**src/rtl/vx_barrier_sched_pkg.sv**
```systemverilog
// vx_barrier_sched_pkg: shared barrier request/release bundles
// and width helpers for the per-core barrier scheduler.
`ifndef VX_BAR_WIDTH_MACROS
`define VX_BAR_WIDTH_MACROS
`define NW_WIDTH(n) (((n) > 1) ? $clog2(n) : 1)
`define NB_WIDTH(n) (((n) > 1) ? $clog2(n) : 1)
`endif

package vx_barrier_sched_pkg;

  localparam int BAR_NUM_WARPS    = 4;
  localparam int BAR_NUM_BARRIERS = 4;
  localparam int BAR_NW_W = `NW_WIDTH(BAR_NUM_WARPS);
  localparam int BAR_NB_W = `NB_WIDTH(BAR_NUM_BARRIERS);

  typedef struct packed {
    logic [BAR_NW_W-1:0] wid;
    logic [BAR_NB_W-1:0] id;
    logic [BAR_NW_W-1:0] size_m1;
  } bar_req_t;

  typedef struct packed {
    logic                     valid;
    logic [BAR_NB_W-1:0]      id;
    logic [BAR_NUM_WARPS-1:0] wmask;
  } bar_rel_t;

endpackage

```
**src/rtl/vx_barrier_sched_entry.sv**
```systemverilog
// vx_barrier_entry: one barrier table slot (wait mask, count, active)
// with arrive/flush strobes and same-cycle release/duplicate detection.
import vx_barrier_sched_pkg::*;

module vx_barrier_entry #(
  parameter int NUM_WARPS = 4,
  parameter int NW_W      = 2
) (
  input  logic                 clk,
  input  logic                 reset,
  input  logic                 arrive,
  input  logic [NW_W-1:0]      wid,
  input  logic [NW_W-1:0]      size_m1,
  input  logic                 flush,
  input  logic [NW_W-1:0]      flush_wid,
  output logic [NUM_WARPS-1:0] wait_mask,
  output logic [NUM_WARPS-1:0] wait_mask_next,
  output logic                 hit_release,
  output logic                 dup
);

  logic                 active_q, active_d;
  logic [NW_W-1:0]      count_q, count_d;
  logic [NUM_WARPS-1:0] mask_q, mask_d;
  logic [NUM_WARPS-1:0] arr_bit, fl_bit;

  assign wait_mask      = mask_q;
  assign wait_mask_next = mask_d;

  always_comb begin
    arr_bit     = NUM_WARPS'(1) << wid;
    fl_bit      = NUM_WARPS'(1) << flush_wid;
    dup         = arrive && active_q && |(mask_q & arr_bit);
    hit_release = arrive && !dup &&
                  (active_q ? (count_q + NW_W'(1)) == size_m1
                            : size_m1 == '0);
    active_d = active_q;
    mask_d   = mask_q;
    count_d  = count_q;
    if (flush) begin
      if (active_q && |(mask_q & fl_bit)) begin
        mask_d  = mask_q & ~fl_bit;
        count_d = count_q - NW_W'(1);
        if (mask_d == '0) begin
          active_d = 1'b0;
          count_d  = '0;
        end
      end
    end else if (arrive && !dup) begin
      if (hit_release) begin
        active_d = 1'b0;
        mask_d   = '0;
        count_d  = '0;
      end else if (!active_q) begin
        active_d = 1'b1;
        mask_d   = arr_bit;
        count_d  = '0;
      end else begin
        mask_d  = mask_q | arr_bit;
        count_d = count_q + NW_W'(1);
      end
    end
  end

  always_ff @(posedge clk or negedge reset) begin
    if (!reset) begin
      active_q <= 1'b0;
      mask_q   <= '0;
      count_q  <= '0;
    end else begin
      active_q <= active_d;
      mask_q   <= mask_d;
      count_q  <= count_d;
    end
  end

endmodule

```
**src/rtl/vx_barrier_sched.sv**
```systemverilog
// vx_barrier_sched: per-core barrier table, arrival decode,
// registered release pulse, duplicate flag and stalled-warp mask.
import vx_barrier_sched_pkg::*;

module vx_barrier_sched #(
  parameter int CORE_ID      = 0,
  parameter int NUM_WARPS    = BAR_NUM_WARPS,
  parameter int NUM_BARRIERS = BAR_NUM_BARRIERS,
  localparam int NW_W = `NW_WIDTH(NUM_WARPS),
  localparam int NB_W = `NB_WIDTH(NUM_BARRIERS)
) (
  input  logic                 clk,
  input  logic                 reset,
  input  logic                 req_valid,
  output logic                 req_ready,
  input  logic [NW_W-1:0]      req_wid,
  input  logic [NB_W-1:0]      req_id,
  input  logic [NW_W-1:0]      req_size_m1,
  input  logic                 flush_valid,
  input  logic [NW_W-1:0]      flush_wid,
  output logic                 rel_valid,
  output logic [NB_W-1:0]      rel_id,
  output logic [NUM_WARPS-1:0] rel_wmask,
  output logic [NUM_WARPS-1:0] stall_mask,
  output logic                 err_dup
);

  bar_req_t req;
  bar_rel_t rel_d, rel_q;
  logic     accept;
  logic     err_dup_d, err_dup_q;

  logic [NUM_WARPS-1:0]    stall_d, stall_q;
  logic [NUM_BARRIERS-1:0] arrive, hit, dup;
  logic [NUM_WARPS-1:0]    mask_q [NUM_BARRIERS];
  logic [NUM_WARPS-1:0]    mask_d [NUM_BARRIERS];

  assign req       = '{wid: req_wid, id: req_id, size_m1: req_size_m1};
  assign req_ready = reset & ~flush_valid;
  assign accept    = req_valid & req_ready;

  for (genvar i = 0; i < NUM_BARRIERS; i++) begin : g_ent
    assign arrive[i] = accept && (req.id == NB_W'(i));

    vx_barrier_entry #(
      .NUM_WARPS (NUM_WARPS),
      .NW_W      (NW_W)
    ) u_ent (
      .clk            (clk),
      .reset          (reset),
      .arrive         (arrive[i]),
      .wid            (req.wid),
      .size_m1        (req.size_m1),
      .flush          (flush_valid),
      .flush_wid      (flush_wid),
      .wait_mask      (mask_q[i]),
      .wait_mask_next (mask_d[i]),
      .hit_release    (hit[i]),
      .dup            (dup[i])
    );
  end

  always_comb begin
    rel_d     = '0;
    stall_d   = '0;
    err_dup_d = |dup;
    for (int b = 0; b < NUM_BARRIERS; b++) begin
      stall_d = stall_d | mask_d[b];
      if (hit[b]) begin
        rel_d.valid = 1'b1;
        rel_d.id    = req.id;
        rel_d.wmask = mask_q[b] | (NUM_WARPS'(1) << req.wid);
      end
    end
  end

  always_ff @(posedge clk or negedge reset) begin
    if (!reset) begin
      rel_q     <= '0;
      stall_q   <= '0;
      err_dup_q <= 1'b0;
    end else begin
      rel_q     <= rel_d;
      stall_q   <= stall_d;
      err_dup_q <= err_dup_d;
    end
  end

  assign rel_valid  = rel_q.valid;
  assign rel_id     = rel_q.id;
  assign rel_wmask  = rel_q.wmask;
  assign stall_mask = stall_q;
  assign err_dup    = err_dup_q;

  // A warp parked on one barrier must not arrive at another.
  a_cross_bar: assert property (@(posedge clk) disable iff (!reset)
    accept |-> !(stall_q[req.wid] && !mask_q[req.id][req.wid]))
    else $error("vx_barrier_sched[%0d]: cross-barrier arrival", CORE_ID);

endmodule

```
**config.mk**
```make
export PLATFORM = sky130hd
export DESIGN_NAME = vx_barrier_sched
export DESIGN_NICKNAME = d
export VERILOG_FILES = /design/src/rtl/vx_barrier_sched_pkg.sv /design/src/rtl/vx_barrier_sched_entry.sv /design/src/rtl/vx_barrier_sched.sv
export SDC_FILE = /design/constraint.sdc
export NUM_CORES = 1
export LEC_CHECK = 0
export BUFFER_PORTS_ARGS = -buffer_cell sky130_fd_sc_hd__buf_2
export CAP_MARGIN = 20
export CORE_MARGIN = 1
export CORE_UTILIZATION = 45
export CTS_CLUSTER_DIAMETER = 40
export DETAILED_ROUTE_END_ITERATION = 6
export HOLD_SLACK_MARGIN = 0.06
export PLACE_DENSITY = 0.69
export SYNTH_ARGS = -nofsm -noshare
export SYNTH_HDL_FRONTEND = slang
export SYNTH_SLANG_ARGS = --single-unit
```
**constraint.sdc**
```tcl
create_clock -name clk -period 3.95 [get_ports clk]
set_input_delay 0.5925 -clock clk [delete_from_list [all_inputs] [get_ports clk]]
set_output_delay 0.5925 -clock clk [all_outputs]
set_load 0.03 [all_outputs]
```
==> reports/results.tsv <==
stage	metric	value	unit
worst_setup_path	required	4.12	ns
sta	slew_headroom	55.99	%
finish	fill_cells	563	
sta	hold_viol	0	
worst_setup_path	critPathCaptureType	flop	
clock_network	ctsHoldBuffers	0	
clock_network	numCtsBuffers	5	
run	cap_violations	0	
place	place_congestion	0.8857	
clock_network	clkSinkCount	40	
global_routing	overflow	0	
routing	vias	2496	
floorplanning	die_y	80.82	um
power_and_ir_drop	p_leak	1.272	nW
floorplanning	std_cell_rows	28	
worst_setup_path	worst-path-max-fanout	9	
finish	final_util	51.30	%
power_and_ir_drop	power_density	531.1	nW/um2
place	dp_cells	391	
finish	nNetsFinal	335	
sta	fin_hold_ws	0.3821	ns
finish	syn_to_final_growth	9.311	%
routing	wl_met3	465	um
sta	tightestPinTransition	0.6601	ns
worst_setup_path	worst-path-stages	6	
synthesis	synth_top_cell_by_area	dfrtp_1	
worst_setup_path	timing_worst_setup_path_type	input pin to flop	
clock_network	root_buffer	clkbuf_8	
finish	seq_area	1001	um2
sta	final.setup.tns	0	ns
routing	highest_layer	met4	
min_path	hold_class	input pin to async pin	
synthesis	yosys-top-cells-count	40 x dfrtp_1, 40 x nand2_1, 25 x o21ai_0, 17 x nor2_1	
sta	drv_slew	0	
routing	routed_via_density	6.256	
floorplanning	io_pins	25	
synthesis	synth_edf_count	0	
routing	met1_length	3.132	mm
run_status	outcome	finished clean	
synthesis	synth-seq-cells	40	
global_routing	first_global_vias	2295	
power_and_ir_drop	peakVddDrop	256.6	uV
sta	clock_skew	0.006548	ns
global_routing	globalRouteTotalUtil	23.83	%
floorplanning	die-area	6531	um2
finish	drive_gt1_share	18.52	%
routing	wl_met2	3.336	mm
synthesis	avgSynthCellArea	9.105	um2
synthesis	synth-seq-area-share	35.81	%
sta	finalSetupViolCount	0	
floorplanning	coreArea	5956	um2
worst_setup_path	crit_family	multiplexers	
sta	fmax	418.2	MHz
clock_network	clock_latency	0.30	ns
floorplanning	die_w	80.82	um
floorplanning	initial_core_util	46.93	%
synthesis	synthArstFlopShare	100.0	%
synthesis	synth.area.top_cells	dfrtp_1 36%, nand2_1 5.4%, o21ai_0 4.5%, mux4_2 4.0%, a21o_1 3.2%	
routing	wl_per_cell	17.81	um
routing	drcViolationCount	0	
worst_setup_path	critical_path_buf_inv_count	1	
sta	finalCriticalPeriod	2.391	ns
synthesis	syn_area	2795	um2
clock_network	postCtsSetupBuffers	0	
routing	ant_nets	0	
place	io_buffers	24	
worst_setup_path	crit_path_cell_trace	buf_2, mux4_1, a21oi_1, a21oi_1, a21o_2, or4_1	
worst_setup_path	cpMaxStageDelayCell	mux4_1	
worst_setup_path	start_kind	input pin	
clock_network	h-tree-depth	2	
finish	antennaDiodeCount	0	
synthesis	synth_nets	319	
routing	drtPass1Iterations	7	
place	post-dp-hpwl	5.262	mm
routing	wirelength	7.106	mm
sta	post-route-period-util	60.54	%
sta	rsz0062_at_grt	false	
clock_network	clk_pin_slew_worst_paths	0.09	ns
synthesis	synth_cells	307	
global_routing	grt_pass1_wl	11.62	mm
worst_setup_path	cp_slowest_stage_delay	0.64	ns
clock_network	clock_path_buffers	2	
global_routing	antenna_found_initial	0	
worst_setup_path	cp_common_cell	a21oi_1	
power_and_ir_drop	p_total	1.623	mW
synthesis	synth.distinct_cells	60	
worst_setup_path	ff2ff_path_depth	6	
routing	initialDrtViolationCount	257	
finish	stdcell_count	399	
synthesis	synth_top_area_share	35.81	%
clock_network	cts_tree	yes	
global_routing	grt_max_degree	42	
synthesis	yosys_warnings	0	
finish	multi_input_area	1677	um2
clock_network	ctsResizeCount	0	
synthesis	ys.flop_type	dfrtp_1	
worst_setup_path	arrival	2.57	ns
state kept, by name, summed over array words and instances, names as in the netlist:
register and count:
err_dup 1, rel_id 2, g_ent.u_ent.count_q 8, rel_valid 1, rel_wmask 4, g_ent.u_ent.active_q 4
g_ent.u_ent.wait_mask 16, stall_mask 4
power breakdown:
part / total, mW / switching [mW] / internal, mW
clock network: 0.351 / 0.160 / 0.190
logic: 0.534 / 0.281 / 0.253
registers: 0.738 / 0.218 / 0.520
total: 1.62 / 0.659 / 0.963
per-stage QoR:
stage / instance area, um2 / setup WS, ns
final: 3055 / 1.559
after global routing: 3055 / 1.424
after CTS: 3055 / 1.576
after detailed placement: 2940 / 1.257
after global placement: 2940 / 1.265
after floorplan: 2795 / 1.530
layout by cell type (no fill, tap or decap), types with 2 or more instances in the layout:
cell	n
a211oi_1	7
a21boi_0	4
a21o_1	12
a21o_2	4
a21oi_1	8
a21oi_4	2
a221oi_1	2
a32oi_1	4
and2_1	3
and4b_1	3
buf_2	24
clkbuf_8	5
dfrtp_1	40
inv_1	11
mux2i_1	8
mux4_1	3
mux4_2	5
nand2_1	40
nand2b_1	6
nand3_1	12
nand3b_1	3
nor2_1	17
nor2b_1	6
nor3_1	11
nor4b_1	3
nor4bb_1	2
o211ai_1	2
o21ai_0	25
o221ai_1	3
o22ai_1	9
o31ai_1	3
or2_2	4
or4_1	5
cell type report:
cell class,count,area share [%]
clock buffers,5,2.252
clock inverters,3,1.515
inverters,11,1.351
multi-input cells,240,54.87
flip-flops and latches,40,32.76
well taps,75,3.071
repair buffers,25,4.177
final timing paths:
path	startpoint	end	slack [ns]
setup / recovery	req_wid[0]	stall_mask[3]	1.56
hold / removal	reset	rel_id[0]	0.38
setup reg to reg	g_ent[1].u_ent.wait_mask[3]	g_ent[1].u_ent.count_q[1]	1.60
hold reg to reg	g_ent[1].u_ent.count_q[0]	g_ent[1].u_ent.count_q[0]	0.60
max in group asynchronous	reset	g_ent[0].u_ent.wait_mask[2]	3.21
min in group clk	req_id[0]	rel_id[0]	0.55
routing by layer:
layer / global-route usage [%] / vias to the layer above
met4: 9.107 / 0
li1: - / 1194
met2: 37.65 / 94
met1: 32.15 / 1193
met3: 4.719 / 15
met5: 0 / -
logic make-up (layout without fill, tap and decap cells):
group | Yosys count | after routing | synth area share [%]
AOI/OAI and AO/OA | 96 | 96 | 24.75
xor gates and xnor gates | 1 | 1 | 0.3134
buffers and inverters | 27 | 44 | 4.208
DFF | 40 | 40 | 35.81
muxes | 17 | 17 | 10.12
and+or+nand+nor | 126 | 126 | 24.80
worst register-to-register path: cells and delay by family, from the launching register on:
| family | cells | cell delay [ns] |
|---|---|---|
| simple gates | 2 | 0.36 |
| mux | 2 | 0.84 |
| compound gates | 2 | 0.58 |
| flops | 1 | 0.47 |
Note: power is estimated with default switching activity, not from simulation.
